[src/rtl/mcdf_rd_arbiter.sv]
// Round-robin read arbiter: grants one MCDF channel FIFO at a time for a fixed-length
// packet and streams its head words to the formatter. Optional macro MCDF_ARB_CH_MASK_EN adds cfg_ch_en.
module mcdf_rd_arbiter #(
  parameter int CH_NUM        = 3,
  parameter int FIFO_PTR_WIDE = 3,
  parameter int PKT_LEN       = 4,
  parameter int DATA_W        = 32
) (
  input  logic                                 clk,
  input  logic                                 rst,
  input  logic [CH_NUM-1:0]                    ch_empty,
  input  logic [CH_NUM*(FIFO_PTR_WIDE+1)-1:0]  ch_level,
  input  logic [CH_NUM*DATA_W-1:0]             ch_data,
`ifdef MCDF_ARB_CH_MASK_EN
  input  logic [CH_NUM-1:0]                    cfg_ch_en,
`endif
  output logic [CH_NUM-1:0]                    ch_rd_en,
  input  logic                                 fmt_ready,
  output logic                                 fmt_valid,
  output logic [DATA_W-1:0]                    fmt_data,
  output logic [2:0]                           fmt_ch_id,
  output logic                                 fmt_start,
  output logic                                 fmt_end,
  output logic                                 busy
);

  localparam int LVL_W = FIFO_PTR_WIDE + 1;
  localparam logic [LVL_W-1:0] PKT_LEN_L = LVL_W'(PKT_LEN);
  localparam logic [LVL_W-1:0] LAST_BEAT = LVL_W'(PKT_LEN - 1);

  typedef enum logic {IDLE, SEND} state_t;

  state_t           state_q, state_d;
  logic [2:0]       gnt_q, gnt_d;
  logic [2:0]       rr_ptr_q, rr_ptr_d;
  logic [LVL_W-1:0] beat_cnt_q, beat_cnt_d;

  logic [7:0]        elig;
  logic [7:0]        empty8;
  logic [DATA_W-1:0] head_data;
  logic              head_vld;
  logic              xfer;
  logic              win_found;
  logic [2:0]        win_idx;
  logic [2:0]        scan;

  function automatic logic [2:0] wrap_inc(input logic [2:0] v);
    return (v == 3'(CH_NUM - 1)) ? 3'd0 : v + 3'd1;
  endfunction

  always_comb begin
    elig = '0;
    for (int i = 0; i < CH_NUM; i++) begin
`ifdef MCDF_ARB_CH_MASK_EN
      elig[i] = (ch_level[i*LVL_W +: LVL_W] >= PKT_LEN_L) && cfg_ch_en[i];
`else
      elig[i] = (ch_level[i*LVL_W +: LVL_W] >= PKT_LEN_L);
`endif
    end
  end

  // Scan starts at rr_ptr and wraps; first eligible channel wins.
  always_comb begin
    win_found = 1'b0;
    win_idx   = rr_ptr_q;
    scan      = rr_ptr_q;
    for (int k = 0; k < CH_NUM; k++) begin
      if (!win_found && elig[scan]) begin
        win_found = 1'b1;
        win_idx   = scan;
      end
      scan = wrap_inc(scan);
    end
  end

  always_comb begin
    empty8               = '0;
    empty8[CH_NUM-1:0]   = ch_empty;
    head_vld             = !empty8[gnt_q];
    head_data            = '0;
    for (int i = 0; i < CH_NUM; i++) begin
      if (gnt_q == 3'(i)) head_data = ch_data[i*DATA_W +: DATA_W];
    end
  end

  assign xfer = (state_q == SEND) && head_vld && fmt_ready;

  always_ff @(posedge clk) begin
    if (rst) begin
      state_q    <= IDLE;
      gnt_q      <= '0;
      rr_ptr_q   <= '0;
      beat_cnt_q <= '0;
    end else begin
      state_q    <= state_d;
      gnt_q      <= gnt_d;
      rr_ptr_q   <= rr_ptr_d;
      beat_cnt_q <= beat_cnt_d;
    end
  end

  always_comb begin
    state_d    = state_q;
    gnt_d      = gnt_q;
    rr_ptr_d   = rr_ptr_q;
    beat_cnt_d = beat_cnt_q;
    case (state_q)
      IDLE: begin
        if (win_found) begin
          gnt_d      = win_idx;
          rr_ptr_d   = wrap_inc(win_idx);
          beat_cnt_d = '0;
          state_d    = SEND;
        end
      end
      SEND: begin
        // An empty granted FIFO simply holds the packet until data reappears.
        if (xfer) begin
          if (beat_cnt_q == LAST_BEAT) begin
            state_d    = IDLE;
            beat_cnt_d = '0;
          end else begin
            beat_cnt_d = beat_cnt_q + 1'b1;
          end
        end
      end
      default: state_d = IDLE;
    endcase
  end

  // Outputs are forced low while rst is high so an aborted beat is never popped.
  always_comb begin
    fmt_valid = 1'b0;
    fmt_start = 1'b0;
    fmt_end   = 1'b0;
    busy      = 1'b0;
    fmt_data  = '0;
    fmt_ch_id = '0;
    ch_rd_en  = '0;
    if (!rst) begin
      fmt_data  = head_data;
      fmt_ch_id = gnt_q;
      if (state_q == SEND) begin
        busy      = 1'b1;
        fmt_valid = head_vld;
        fmt_start = head_vld && (beat_cnt_q == '0);
        fmt_end   = head_vld && (beat_cnt_q == LAST_BEAT);
        for (int i = 0; i < CH_NUM; i++) begin
          ch_rd_en[i] = xfer && (gnt_q == 3'(i));
        end
      end
    end
  end

endmodule

[config.mk]
export PLATFORM = sky130hd
export DESIGN_NAME = mcdf_rd_arbiter
export DESIGN_NICKNAME = d
export VERILOG_FILES = /design/src/rtl/mcdf_rd_arbiter.sv
export SDC_FILE = /design/constraint.sdc
export NUM_CORES = 1
export LEC_CHECK = 0
export ABC_AREA = 1
export ABC_CLOCK_PERIOD_IN_PS = 5140
export BUFFER_PORTS_ARGS = -buffer_cell sky130_fd_sc_hd__buf_2
export CAP_MARGIN = 15
export CELL_PAD_IN_SITES_DETAIL_PLACEMENT = 2
export CELL_PAD_IN_SITES_GLOBAL_PLACEMENT = 2
export CORE_UTILIZATION = 18
export CTS_BUF_LIST = sky130_fd_sc_hd__clkbuf_8
export CTS_CLUSTER_SIZE = 10
export DETAILED_ROUTE_END_ITERATION = 6
export GPL_ROUTABILITY_DRIVEN = 0
export PLACE_DENSITY = 0.93
export REMOVE_ABC_BUFFERS = 1
export SLEW_MARGIN = 30
export SYNTH_ARGS = -nofsm -noshare
export SYNTH_HDL_FRONTEND = slang
export SYNTH_SLANG_ARGS = --single-unit
[constraint.sdc]
create_clock -name clk -period 5.14 [get_ports clk]
set_input_delay 0.771 -clock clk [delete_from_list [all_inputs] [get_ports clk]]
set_output_delay 0.771 -clock clk [all_outputs]
set_load 0.01 [all_outputs]
=== Yosys cells after proc, flatten, opt, wreduce, memory -nomap -nowiden ===
Cells that the tools add are included.

* $add $sub $neg: 4
* Order comparisons: 7
* Equality and inequality tests: 8
* Multiplexer cells: 39
* Bitwise logic cells: 1
* Reductions and logical operators: 16

{| class="wikitable"
|+ Operator list
! operator !! number
|-
| 32-bit two-way mux || 4
|-
| 3-bit two-way mux || 8
|-
| 1-bit two-way mux || 18
|-
| 3-bit by 4-bit less-than comparator with 1-bit output, second input constant || 4
|-
| 1-bit binary-select mux with 3-bit select || 4
|-
| 3-bit by 2-bit equality test with 1-bit output, second input constant || 4
|-
| 4-bit by 3-bit >= comparator with 1-bit output, second input constant || 3
|-
| 4-bit two-way mux || 3
|-
| 3-bit by 1-bit adder with 3-bit output, second input constant || 3
|-
| 1-bit logical AND || 9
|-
| 4-bit one-hot mux with 2 select lines || 1
|-
| 4-bit by 1-bit adder with 4-bit output, second input constant || 1
|-
| 4-bit by 2-bit equality test with 1-bit output, second input constant || 1
|-
| 4-bit zero test || 1
|-
| 2-bit AND reduction || 2
|-
| 3-bit by 1-bit equality test with 1-bit output, second input constant || 1
|-
| 1-bit zero test || 3
|-
| 3-bit zero test || 1
|-
| 2-bit by 1-bit inequality test with 1-bit output, second input constant || 1
|-
| 2-bit inequality test, second input constant || 1
|-
| 1-bit one-hot mux with 2 select lines || 1
|-
| 1-bit NOT || 1
|}

* Register bits after elaboration: 11
* Input bits: 114

=== Depth between registers and ports, before layout ===
* Depth after elaboration: 12
* Gate-level depth with buffers: 13
* Depth with buffers taken out: 13

=== Least setup slack after synthesis ===
No wires, ideal clock.

* Kind: input-to-output
* From: in ch_empty[1]
* To: out ch_rd_en[0]
* Arrival time: 1.737 ns
* Data required time: 4.369 ns
* Setup slack: 2.632 ns
* Cell stages on the path: 7
* Path buffers: 0
* Cells stage by stage: nand3_1 nand3_1 nand2_1 nand2_1 nor2_1 nand2_1 nor4_1

* Cells in the longest elaborated chain, start to end: 8

{| class="wikitable"
|+ Ends and longest elaborated chain
! element !! RTL line !! text
|-
| start: declaration || 11 || <nowiki>input logic [CH_NUM-1:0] ch_empty,</nowiki>
|-
| 1-bit binary-select mux with 3-bit select || 79 || <nowiki>head_vld = !empty8[gnt_q];</nowiki>
|-
| 1-bit two-way mux (implied by the code) || 79 ||
|-
| 1-bit zero test || 79 ||
|-
| 1-bit logical AND (2 in a row) || 86 || <nowiki>assign xfer = (state_q == SEND) && head_vld && fmt_ready;</nowiki>
|-
| 1-bit logical AND || 149 || <nowiki>ch_rd_en[i] = xfer && (gnt_q == 3'(i));</nowiki>
|-
| 3-bit two-way mux || 143 || <nowiki>if (state_q == SEND) begin</nowiki>
|-
| 3-bit two-way mux || 140 || <nowiki>if (!rst) begin</nowiki>
|-
| end: declaration || 17 || <nowiki>output logic [CH_NUM-1:0] ch_rd_en,</nowiki>
|}

Every way passes these cells. The select of a mux whose other input is x is not followed.

=== Final worst setup path ===
* From: reg gnt_q[0]
* To: out ch_rd_en[1]

* Cells in the longest elaborated chain, start to end: 8

{| class="wikitable"
|+ Ends and longest elaborated chain
! element !! RTL line !! text
|-
| start: declaration || 34 || <nowiki>logic [2:0] gnt_q, gnt_d;</nowiki>
|-
| start signal: assignment || 96 || <nowiki>gnt_q <= gnt_d;</nowiki>
|-
| 1-bit binary-select mux with 3-bit select || 79 ||
|-
| 1-bit two-way mux (implied by the code) || 79 ||
|-
| 1-bit zero test || 79 ||
|-
| 1-bit logical AND (2 in a row) || 86 ||
|-
| 1-bit logical AND * || 149 ||
|-
| 3-bit two-way mux * || 143 ||
|-
| 3-bit two-way mux * || 140 ||
|}

Every way passes the cells marked *; elsewhere a longest branch is shown, timed or not. The select of a mux whose other input is x is not followed.

==> results.sh <==
export IMPL_synthTopCellsByArea="nand2_1 (22%), a31o_2 (15%), nand3_1 (13%), dfxtp_1 (12%), inv_1 (10%)"
export IMPL_port_buffer_count=149
export IMPL_setup_slack_ps=2310
export IMPL_antenna_cells=0
export IMPL_n_fill_cell=1214
export IMPL_drt_pass1_iterations=4
export IMPL_worst_pin_slew_ps=551
export IMPL_grt_pass1_vias=3068
export IMPL_num_vias=2750
export IMPL_finalWirelength_mm=8.98
export IMPL_rsz0062_at_grt="false"
export IMPL_status="finished clean"
export IMPL_grt_pass1_wl_mm=14.2
export IMPL_dieWidth_um=101
export IMPL_place_ws_ps=2200
export IMPL_netlist_instances=323
export IMPL_initial_core_util=0.189
export IMPL_gr_total_overflow=0
export IMPL_die_area_um2=10300
export IMPL_max_cap_violations=0
export IMPL_hp_class="reg -> reg"
export IMPL_wl_per_cell_um=15.2
export IMPL_track_usage=0.173
export IMPL_ir_drop_mv=0.111
export IMPL_slew_violations=0
export IMPL_cts_sink_count=11
export IMPL_fin_cells=591
export IMPL_ys_warnings_count=0
export IMPL_cts_repair_resized=0
export IMPL_core_area_um2=9420
export IMPL_fin_crit_ps=2830
export IMPL_synth_top_area_share=0.220
export IMPL_syn_area_um2=1780
export IMPL_antenna_left=0
export IMPL_dp_hpwl_mm=7.23
export IMPL_yosysSeqAreaShare=0.124
export IMPL_pin_count=156
export IMPL_cts_max_level=1
export IMPL_cts_buffers=3
export IMPL_grt_max_degree=49
export IMPL_cts_reportedPaths_clkPinSlew_ps=60
export IMPL_clock_latency_ps=250
export IMPL_crit_type="reg -> out"
export IMPL_max_slew_margin=0.633
export IMPL_cts_tree="yes"
export IMPL_viasPerCell=4.65
export IMPL_cellPowerDensity_nw_per_um2=345
export IMPL_drc=0
export IMPL_cp_arrival_ps=2060
export IMPL_synth_cell_types=27
export IMPL_antenna_found_initial=0
export IMPL_drt_iter0_markers=38
export IMPL_final_util=0.287
export IMPL_dp_cells=587
export IMPL_fmax_ghz=0.353
export IMPL_syn2layout_area_growth_pct=52.0
export IMPL_ctsHoldBuffers=0
export IMPL_finalSetupViolations=0
export IMPL_multi_input_area_um2=1290
export IMPL_p_int_uw=423
export IMPL_cellLeakagePower_uw=0.00159
export IMPL_post_cts_setup_buffers=0
export IMPL_drive_gt1_frac=0.455
export IMPL_netSwitchingFraction=0.546
export IMPL_start_kind="flip-flop"
export IMPL_yosys_register_bits=11
export IMPL_critPathCaptureType="output port"
export IMPL_required_ps=4370
export IMPL_p_total_uw=932
export IMPL_fin_skew_ps=4.56
export IMPL_clockRootBuffer="clkbuf_8"
export IMPL_avgSynthCellArea_um2=5.50
export IMPL_hold_violations=0
export IMPL_dieHeight_um=101
export IMPL_clk_path_buf_depth=2
export IMPL_fin_tns_setup_ps=0
export IMPL_nNetsFinal=579
export IMPL_combPwrFrac=0.768
export IMPL_pwr_share_clk=0.096
export IMPL_critPathMaxFanout=33
export IMPL_yosys_area_top_type="nand2_1"
export IMPL_fin_crit_sh=0.551
export IMPL_row_count=35
export IMPL_seq_area_um2=220
export IMPL_netSwitchingPower_uw=509
export IMPL_p_seq_frac=0.136
-- final timing paths --
kind / from / to / slack, ps / cells past startpoint
setup / recovery: gnt_q[0] / ch_rd_en[1] / 2310 / 10
hold / removal: beat_cnt_q[1] / beat_cnt_q[1] / 500 / 2
setup reg to reg: rr_ptr_q[1] / rr_ptr_q[0] / 3200 / 12
hold reg to reg: beat_cnt_q[1] / beat_cnt_q[1] / 500 / 2
-- layout by cell type (no fill, tap or decap), types with 2 or more instances in the layout --
cell type,count
a21oi_2,4
nor3_1,2
buf_2,148
dfxtp_1,11
nor3_2,2
ha_1,2
a21oi_1,7
buf_4,5
clkbuf_8,3
inv_1,50
o21ai_0,3
nand2_4,4
nor4_1,3
nand4_1,5
a31o_2,31
nand2_2,3
nor2_1,16
inv_2,3
nand3_1,46
nand2_1,104
-- critical path: stages, from the launching register on --
cell     delay [ps]
dfxtp_1         450
nor2_2           60
buf_4           250
nand2_1         110
nand3_1          70
nand2_1          80
nand2_1          50
nor2_1          190
nand2_1         150
nor4_1          210
buf_2           190
-- cell families (layout without fill, tap and decap cells) --
family                     count (synthesis)  after routing  share of synthesized area
DFF                                       11             11                      0.124
and+or+nand+nor                          189            189                      0.480
AOI/OAI and AO/OA                         48             48                      0.218
adders and majority gates                  2              2                     0.0141
buffers and inverters                     72            211                      0.159
xor gates and xnor gates                   1              1                    0.00493
-- sequential cells by signal (all words and copies together), names as in the netlist --
name,count
beat_cnt_q,4
gnt_q,3
rr_ptr_q,3
state_q,1
-- stage by stage --
stage,hold WS (ps),area (um^2)
3_3_place_gp,488,2650
6_report,503,2700
2_1_floorplan,466,1700
4_1_cts,507,2700
5_1_grt,537,2700
3_5_place_dp,496,2650
-- routing by layer --
layer	up-vias	GRT usage	wire length (um)
met2	83	0.353	4990
met4	0	0.0491	157
met1	1324	0.179	3470
li1	1329	-	-
met3	14	0.0262	355
met5	-	0	0
-- synthesized netlist by cell type, drive strengths merged --
cell type / number
ha: 2
o21ai: 5
xor2: 1
nor2: 17
a21oi: 11
a31oi: 1
clkinv: 2
nand2: 111
nor4: 3
a31o: 31
nand4: 5
nor3: 4
inv: 52
clkdlybuf4s15: 1
dfxtp: 11
or2: 1
clkbuf: 17
nand3: 48
-- power groups by stage --
stage | logic [uW] | registers, uW | clock network, uW
6_report | 715 | 127 | 89.5
4_1_cts | 729 | 127 | 93.1
3_5_place_dp | 726 | 129 | 0
2_1_floorplan | 464 | 118 | 0
3_3_place_gp | 679 | 126 | 0
5_1_grt | 795 | 129 | 97.9
-- area by class of cell --
class,count,share of cell area
flip-flops and latches,11,0.0816
repair buffers,153,0.288
multi-input cells,240,0.477
clock inverters,1,0.00139
inverters,54,0.0770
well taps,129,0.0598
clock buffers,3,0.0153
Note: power is estimated with default switching activity, not from simulation.
